`src/rtl/rob_commit_ctrl.sv`:
```
// Circular reorder buffer: allocates at tail, marks entries ready from the CDB,
// and retires strictly in order from head with a registered commit port.
module rob_commit_ctrl #(
  parameter int DEPTH  = 8,
  parameter int IDX_W  = 3,
  parameter int DATA_W = 32
) (
  input  logic              clk,
  input  logic              rst,
  input  logic              alloc_valid,
  input  logic [4:0]        alloc_dest,
  input  logic              alloc_is_store,
  output logic [IDX_W-1:0]  alloc_idx,
  output logic              full,
  output logic              empty,
  output logic [IDX_W:0]    count,
  output logic [DEPTH-1:0]  busy,
  input  logic              wb_valid,
  input  logic [IDX_W-1:0]  wb_idx,
  input  logic [DATA_W-1:0] wb_data,
  input  logic              commit_stall,
  input  logic              flush,
  output logic              commit_valid,
  output logic [IDX_W-1:0]  commit_idx,
  output logic [4:0]        commit_dest,
  output logic              commit_is_store,
  output logic [DATA_W-1:0] commit_data
);

  logic [DEPTH-1:0]  busy_q;
  logic [DEPTH-1:0]  ready_q;
  logic [4:0]        dest_q  [DEPTH];
  logic              store_q [DEPTH];
  logic [DATA_W-1:0] data_q  [DEPTH];
  logic [IDX_W-1:0]  head_q;
  logic [IDX_W-1:0]  tail_q;
  logic [IDX_W:0]    count_q;
  logic [IDX_W:0]    count_next;

  logic do_alloc;
  logic do_wb;
  logic do_retire;

  assign alloc_idx = tail_q;
  assign busy      = busy_q;
  assign count     = count_q;
  assign full      = (count_q == (IDX_W+1)'(DEPTH));
  assign empty     = (count_q == '0);

  // full is taken from registered state, so a slot freed this cycle is not reused until next cycle
  assign do_alloc  = alloc_valid & ~full & ~flush;
  assign do_wb     = wb_valid & busy_q[wb_idx] & ~flush;
  assign do_retire = busy_q[head_q] & ready_q[head_q] & ~commit_stall & ~flush;

  always_comb begin
    count_next = count_q;
    case ({do_alloc, do_retire})
      2'b10:   count_next = count_q + 1'b1;
      2'b01:   count_next = count_q - 1'b1;
      default: count_next = count_q;
    endcase
  end

  always_ff @(posedge clk) begin
    if (rst) begin
      busy_q          <= '0;
      ready_q         <= '0;
      head_q          <= '0;
      tail_q          <= '0;
      count_q         <= '0;
      commit_valid    <= 1'b0;
      commit_idx      <= '0;
      commit_dest     <= '0;
      commit_is_store <= 1'b0;
      commit_data     <= '0;
      for (int i = 0; i < DEPTH; i++) begin
        dest_q[i]  <= '0;
        store_q[i] <= 1'b0;
        data_q[i]  <= '0;
      end
    end else if (flush) begin
      // Data fields are deliberately left untouched on flush
      busy_q       <= '0;
      ready_q      <= '0;
      head_q       <= '0;
      tail_q       <= '0;
      count_q      <= '0;
      commit_valid <= 1'b0;
    end else begin
      commit_valid <= do_retire;
      count_q      <= count_next;

      if (do_alloc) begin
        busy_q[tail_q]  <= 1'b1;
        ready_q[tail_q] <= 1'b0;
        dest_q[tail_q]  <= alloc_dest;
        store_q[tail_q] <= alloc_is_store;
        tail_q          <= tail_q + 1'b1;
      end

      if (do_wb) begin
        ready_q[wb_idx] <= 1'b1;
        data_q[wb_idx]  <= wb_data;
      end

      // Retire last so its clear wins over a redundant writeback to head
      if (do_retire) begin
        busy_q[head_q]  <= 1'b0;
        ready_q[head_q] <= 1'b0;
        head_q          <= head_q + 1'b1;
        commit_idx      <= head_q;
        commit_dest     <= dest_q[head_q];
        commit_is_store <= store_q[head_q];
        commit_data     <= data_q[head_q];
      end
    end
  end

endmodule

```
`config.mk`:
```
export PLATFORM = sky130hd
export DESIGN_NAME = rob_commit_ctrl
export DESIGN_NICKNAME = d
export VERILOG_FILES = /design/src/rtl/rob_commit_ctrl.sv
export SDC_FILE = /design/constraint.sdc
export NUM_CORES = 1
export LEC_CHECK = 0
export ABC_AREA = 1
export BUFFER_PORTS_ARGS = -buffer_cell sky130_fd_sc_hd__buf_2
export CAP_MARGIN = 20
export CORE_MARGIN = 1.5
export CORE_UTILIZATION = 60
export CTS_CLUSTER_SIZE = 8
export DETAILED_ROUTE_END_ITERATION = 10
export PLACE_DENSITY = 0.88
export SYNTH_ARGS = -nofsm -noshare
export SYNTH_HDL_FRONTEND = slang
export SYNTH_SLANG_ARGS = --single-unit
```
`constraint.sdc`:
```
create_clock -name clk -period 6.48 [get_ports clk]
set_input_delay 1.62 -clock clk [delete_from_list [all_inputs] [get_ports clk]]
set_output_delay 1.62 -clock clk [all_outputs]
set_load 0.02 [all_outputs]
```
Word-level counts from Yosys, hierarchy flattened
Memories as Yosys holds them, arrays and structs flattened. A register that Yosys moved wholly into a read port is not among the register bits.
Index checks and enable logic that the tools add are counted.
- multiplexer cells: 43
- reduce and logical (&&, ||, !) cells: 10
- bitwise logic cells: 17
- equal/unequal tests: 3
- order comparisons: 6
- $add $sub $neg: 4
- operator list (cell ; count):
    2-to-1 mux 8 bit ; 11
    2-to-1 mux 32 bit ; 1
    OR reduction 32 bit ; 1
    bitwise AND 8 bit ; 3
    2-to-1 mux 1 bit ; 20
    inverter 8 bit ; 2
    bitwise OR 8 bit ; 2
    less-than comparator 3 x 4 -> 1 bit (second input constant) ; 3
    binary-select mux 1 bit (select 3 bit) ; 3
    demux 1 bit (select 3 bit) ; 3
    >= comparator 3 x 1 -> 1 bit (second input constant) ; 3
    2-to-1 mux 3 bit ; 3
    case mux 4 bit (2 select lines) ; 1
    bitwise AND 1 bit ; 7
    adder 3 x 1 -> 3 bit (second input constant) ; 2
    2-to-1 mux 5 bit ; 1
    OR reduction 5 bit ; 1
    adder 4 x 1 -> 4 bit (second input constant) ; 1
    == test 4 bit (second input constant) ; 1
    logical NOT 4 bit ; 1
    subtractor 4 x 1 -> 4 bit (second input constant) ; 1
    logical AND 1 bit ; 3
    inverter 1 bit ; 3
    == test 2 x 1 -> 1 bit (second input constant) ; 1
    5 further kinds ; 5
- register bits after elaboration: 30
- logic and storage cells: 93
- input port bits: 47
- memories kept: 3
- output and inout port bits: 59
- RAM bits: 304
- memories (name ; depth ; width ; rd ports ; clocked after memory_dff ; wr ports ; line ; source):
    data_q ; 8 ; 32 ; 1 ; 1 ; 8 ; 34 ; logic [DATA_W-1:0] data_q [DEPTH];
    dest_q ; 8 ; 5 ; 1 ; 1 ; 8 ; 32 ; logic [4:0] dest_q [DEPTH];
    store_q ; 8 ; 1 ; 1 ; 1 ; 8 ; 33 ; logic store_q [DEPTH];

Logic depth before layout (Yosys ltp)
- word-level depth: 15
- gate-level depth with buffers: 19
- depth with buffers taken out: 17

Worst setup path after synthesis
OpenSTA, ideal clock, no wires.
- path type: input to register
- start: in commit_stall
- end: reg count_q[2] (netlist: count[2])
- path buffers: 1
- arrival time: 3382 ps
- setup slack: 2983 ps
- setup time: 115 ps
- required time: 6365 ps
- stages on the path: 12
- cell sequence: or2_2 nor2_2 nand2_2 inv_2 buf_4 ha_1 xor2_1 ha_1 a21oi_1 xnor2_1 o21ai_0 inv_1
- word-level cells in the longest chain between the ends: 5
- elaborated cells on any way between the ends: 7
- classes of those cells: 2 x eq/ne; 1 x mux; 3 x bitwise; 1 x reduce/logical
- ends and longest elaborated chain (what ; line ; source):
    start: declaration ; 21 ; input logic commit_stall,
    inverter 1 bit (*) ; 53 ; assign do_retire = busy_q[head_q] & ready_q[head_q] & ~commit_stall & ~flush;
    bitwise AND 1 bit (*) (2 in series) ; 53 ;
    named net do_retire ; 42 ; logic do_retire;
    == test 2 x 1 -> 1 bit / == test 2 bit (equally long branches) ; 57 ; case ({do_alloc, do_retire})
    case mux 4 bit (2 select lines) / nonzero test 2 bit (equally long branches) ; - ;
    end signal: assignment ; 91 ; count_q <= count_next;
    end: declaration ; 37 ; logic [IDX_W:0] count_q;
The timed path passes the listed nets; every way through them passes the cells marked *.
A chain may end at the register's enable or synchronous reset.

Worst setup path after layout
- start: reg head_q[0]
- end: reg count_q[2] (netlist: count[2])
- word-level cells in the longest chain between the ends: 7
- elaborated cells on any way between the ends: 11
- classes of those cells: 2 x eq/ne; 5 x mux; 3 x bitwise; 1 x reduce/logical
- ends and longest elaborated chain (what ; line ; source):
    start: declaration ; 35 ; logic [IDX_W-1:0] head_q;
    start signal: assignment ; 110 ; head_q <= head_q + 1'b1;
    binary-select mux 1 bit (select 3 bit) ; 53 ;
    2-to-1 mux 1 bit (not written as such) ; 53 ;
    bitwise AND 1 bit (*) (3 in series) ; 53 ;
    == test 2 x 1 -> 1 bit / == test 2 bit (equally long branches) ; 57 ;
    case mux 4 bit (2 select lines) / nonzero test 2 bit (equally long branches) ; - ;
Every way passes the cells marked *; elsewhere a longest branch is shown, timed or not. The select of a mux whose other input is x is not followed.

==> flow_summary_export.csv <==
group,metric,value,unit
outcome,outcome,"finished clean",
routing,antenna_left,0,
global_routing,grtUsageTotal,30.35,%
sta,skew,0.02093,ns
clock_network,cts_tree,"done",
global_routing,grt_max_degree,92,
sta,rsz0062_at_grt,"no",
worst_setup_path,path_cells,"clkinv_2, nand2_1, nand3_1, nand2_1, nor2_1, nor2_4, buf_4, nand2_2, inv_2, ha_1, xor2_1, ha_1, a21oi_1, xnor2_1, o21ai_0, inv_1",
clock_network,clock-sinks,372,
worst_hold_path,hold_depth,2,
logic_synthesis,synthDistinctLibCells,28,
clock_network,cts_made_buffers,52,
layout,insertedDiodeCount,0,
routing,detailroute.wirelength.met2,20.64,mm
layout,synthToLayoutAreaGrowth,12.49,%
sta,setup_violations,0,
global_routing,antenna_found_initial,0,
logic_synthesis,synth-edff-count,304,
routing,dr_wl_met3,4.815,mm
worst_setup_path,crit_arrival,5.15,ns
placement,dp_hpwl,22.82,mm
routing,wl_met1,15.14,mm
floorplan,core_region_area,26950,µm²
run,cap_violations,0,
floorplan,die_area,28430,µm²
worst_setup_path,reg2reg_depth,16,
worst_setup_path,critical_path.top_delay_family,"buffers and inverters",
logic_synthesis,yosys_most_used_dff,"edfxtp_1",
worst_setup_path,critPathLaunchType,"flop",
floorplan,initial_core_util,61.06,%
worst_setup_path,cp.required,6.92,ns
routing,wl_per_cell,19.76,µm
placement,numPortBuffers,105,
clock_network,htreeDepth,2,
routing,drt_wl_total,42.87,mm
floorplan,pin_count,106,
worst_hold_path,hold-path-endpoint,"commit_data[5]",
worst_hold_path,worstHoldStart,"commit_data[5]",
global_routing,overflow,0,
logic_synthesis,synthesis.nets,1756,
sta,max_freq,0.2124,GHz
logic_synthesis,yosysWarnings,0,
sta,relSlewSlack,37.01,%
logic_synthesis,synth_area_per_cell,9.657,µm²
worst_hold_path,holdCritPathClass,"reg2reg",
worst_setup_path,worst_path_max_delay_cell,"clkinv_2",
worst_setup_path,r2r_slack,1.77,ns
routing,drt_iter0_drc,1748,
logic_synthesis,syn_area,16460,µm²
floorplan,chipHeight,168.6,µm
sta,tightestPinTransition,0.9448,ns
layout,fillers,1901,
clock_network,cts_buffer_depth,3,
clock_network,ctsResizeCount,0,
sta,post-route-min-period,4.709,ns
power_and_ir_drop,powerDensity,288.9,nW/µm²
routing,routed_via_density,5.943,
sta,hold_violations,0,
worst_setup_path,path_class,"reg2reg",
floorplan,rows,60,
routing,vias,12896,
worst_setup_path,cp_max_fo,54,
worst_setup_path,r2r-start,"head_q[0]",
worst_setup_path,timing.rr.end,"count[2]",
logic_synthesis,synth_cells,1704,
layout,drive_above_1_share,13.40,%
clock_network,cts_root_buf,"clkbuf_16",
logic_synthesis,async_flop_share,0,%
clock_network,cts.clk_slew.worst_paths,0.05,ns
logic_synthesis,ys_ff_latch,372,
sta,fin_tns_setup,0,ns
worst_setup_path,slowest_delay,0.76,ns
power_and_ir_drop,p_leak,7.812,nW
placement,gp_congestion,0.9029,
clock_network,post_cts_buffers,0,
clock_network,clk_latency,0.56,ns
global_routing,grt_pass1_vias,12867,
routing,drc_errors,0,
worst_setup_path,endpoint_kind,"flop",
sta,fin_crit_sh,72.66,%
floorplan,fp.dieW,168.6,µm
clock_network,cts_hold_buf,0,
layout,postLayoutCoreUtil,68.69,%
routing,dr.pass1.iters,6,
sta,slew_viol_final,0,
global_routing,grt_first_pass_wirelength,66.34,mm
power_and_ir_drop,vdd_drop_max,0.2098,mV
logic_synthesis,yosysSeqAreaShare,63.75,%
layout,layout.nets,1838,
routing,routed.top_layer,"met4",
worst_setup_path,path_buf_inv,4,
[worst min-delay path, cell delays in order (launching register included)]
cell and delay [ns]:
dfxtp_1 0.32, nor2_1 0.04, nor2_1 0.08
[state kept, by name, indices dropped and copies added (netlist names), 4 cells and up]
name,count
store_q,8
busy,8
commit_data,32
data_q,256
commit_dest,5
count,4
ready_q,8
dest_q,40
[kinds of logic after synthesis]
group | after synthesis | share of synthesized area, %
flip-flops | 372 | 63.75
AO/OA/AOI/OAI | 177 | 5.961
AND/OR/NAND/NOR | 968 | 24.30
buffers and inverters | 178 | 5.398
XOR/XNOR | 4 | 0.2129
adder cells (fa/ha/maj) | 5 | 0.3802
[synthesized netlist by cell type (6+ instances only)]
master | count | area, µm²
nor2_2 | 6 | 37.54
dfxtp_1 | 68 | 1361
inv_1 | 79 | 296.5
nand3_1 | 102 | 510.5
nand4_1 | 8 | 50.05
o21ai_0 | 107 | 535.5
clkbuf_1 | 38 | 142.6
a21oi_1 | 13 | 65.06
o21ai_1 | 19 | 95.09
nor3_1 | 8 | 40.04
o211ai_1 | 38 | 285.3
nand2_1 | 219 | 822.0
buf_4 | 6 | 45.04
or2_2 | 39 | 244.0
buf_2 | 26 | 130.1
edfxtp_1 | 304 | 9129
buf_6 | 22 | 247.7
nor2_1 | 572 | 2147
nand2_4 | 9 | 101.4
[through the flow]
stage                     instance area [µm²]  power, mW  std cells  hold WS (ns)  setup slack, ns
final                                   18510      5.349       2170        0.4747            1.771
after global routing                    18510      5.473       2170        0.5083            1.467
after CTS                               18490      5.348       2169        0.4801            1.842
after detailed placement                16990      2.885       2072        0.4680            1.600
after global placement                  16990      2.874       2072        0.4589            1.708
after floorplan                         16460      2.812       1704        0.4962            2.983
[worst max path at each step]
stage,startpoint,endpoint,depth (start not counted)
after floorplan,commit_stall,count[2],12
after global placement,flush,count[2],13
after detailed placement,flush,count[2],13
after CTS,head_q[0],count[2],16
after global routing,head_q[0],count[2],16
final,head_q[0],count[2],16
[final cells by class]
cell class              instances  area, µm²  area share (%)
clock buffers                  94       1480           7.996
clock inverters                 3      22.52          0.1217
inverters                      81      305.3           1.649
well taps                     341      426.7           2.305
multi-input cells            1154       5095           27.52
flip-flops and latches        372      10490           56.69
repair buffers                125      688.2           3.717
[layer usage]
layer	up-vias	global-route usage (%)
met5	-	0
met4	0	17.86
met3	210	5.448
met2	903	50.95
met1	5964	37.11
li1	5819	-
[power breakdown]
group	total [mW]	switching (mW)	internal [mW]
registers	2.67	0.0206	2.65
clock network	2.50	0.981	1.52
logic	0.175	0.135	0.0401
total	5.35	1.14	4.21
[cells in the final DEF (no fill, tap or decap), types with 2 or more instances in the layout]
cell | Yosys | routed
o211ai_1 | 38 | 38
inv_1 | 79 | 78
or2_2 | 39 | 39
nand3_1 | 102 | 102
o21ai_0 | 107 | 107
ha_1 | 5 | 5
clkbuf_1 | 38 | 41
nand2_4 | 9 | 9
nor2_4 | 0 | 2
clkbuf_16 | 0 | 53
inv_2 | 2 | 2
buf_4 | 6 | 19
inv_6 | 0 | 2
nor2_1 | 572 | 570
nor3_1 | 8 | 8
xor2_1 | 3 | 3
edfxtp_1 | 304 | 304
nand4_1 | 8 | 8
nand2_1 | 219 | 218
o21ai_1 | 19 | 19
nand2_2 | 2 | 3
dfxtp_1 | 68 | 67
a21oi_1 | 13 | 13
buf_2 | 26 | 105
nor2_2 | 6 | 6
clkinv_2 | 0 | 2
(Power assumes the default switching activity.)
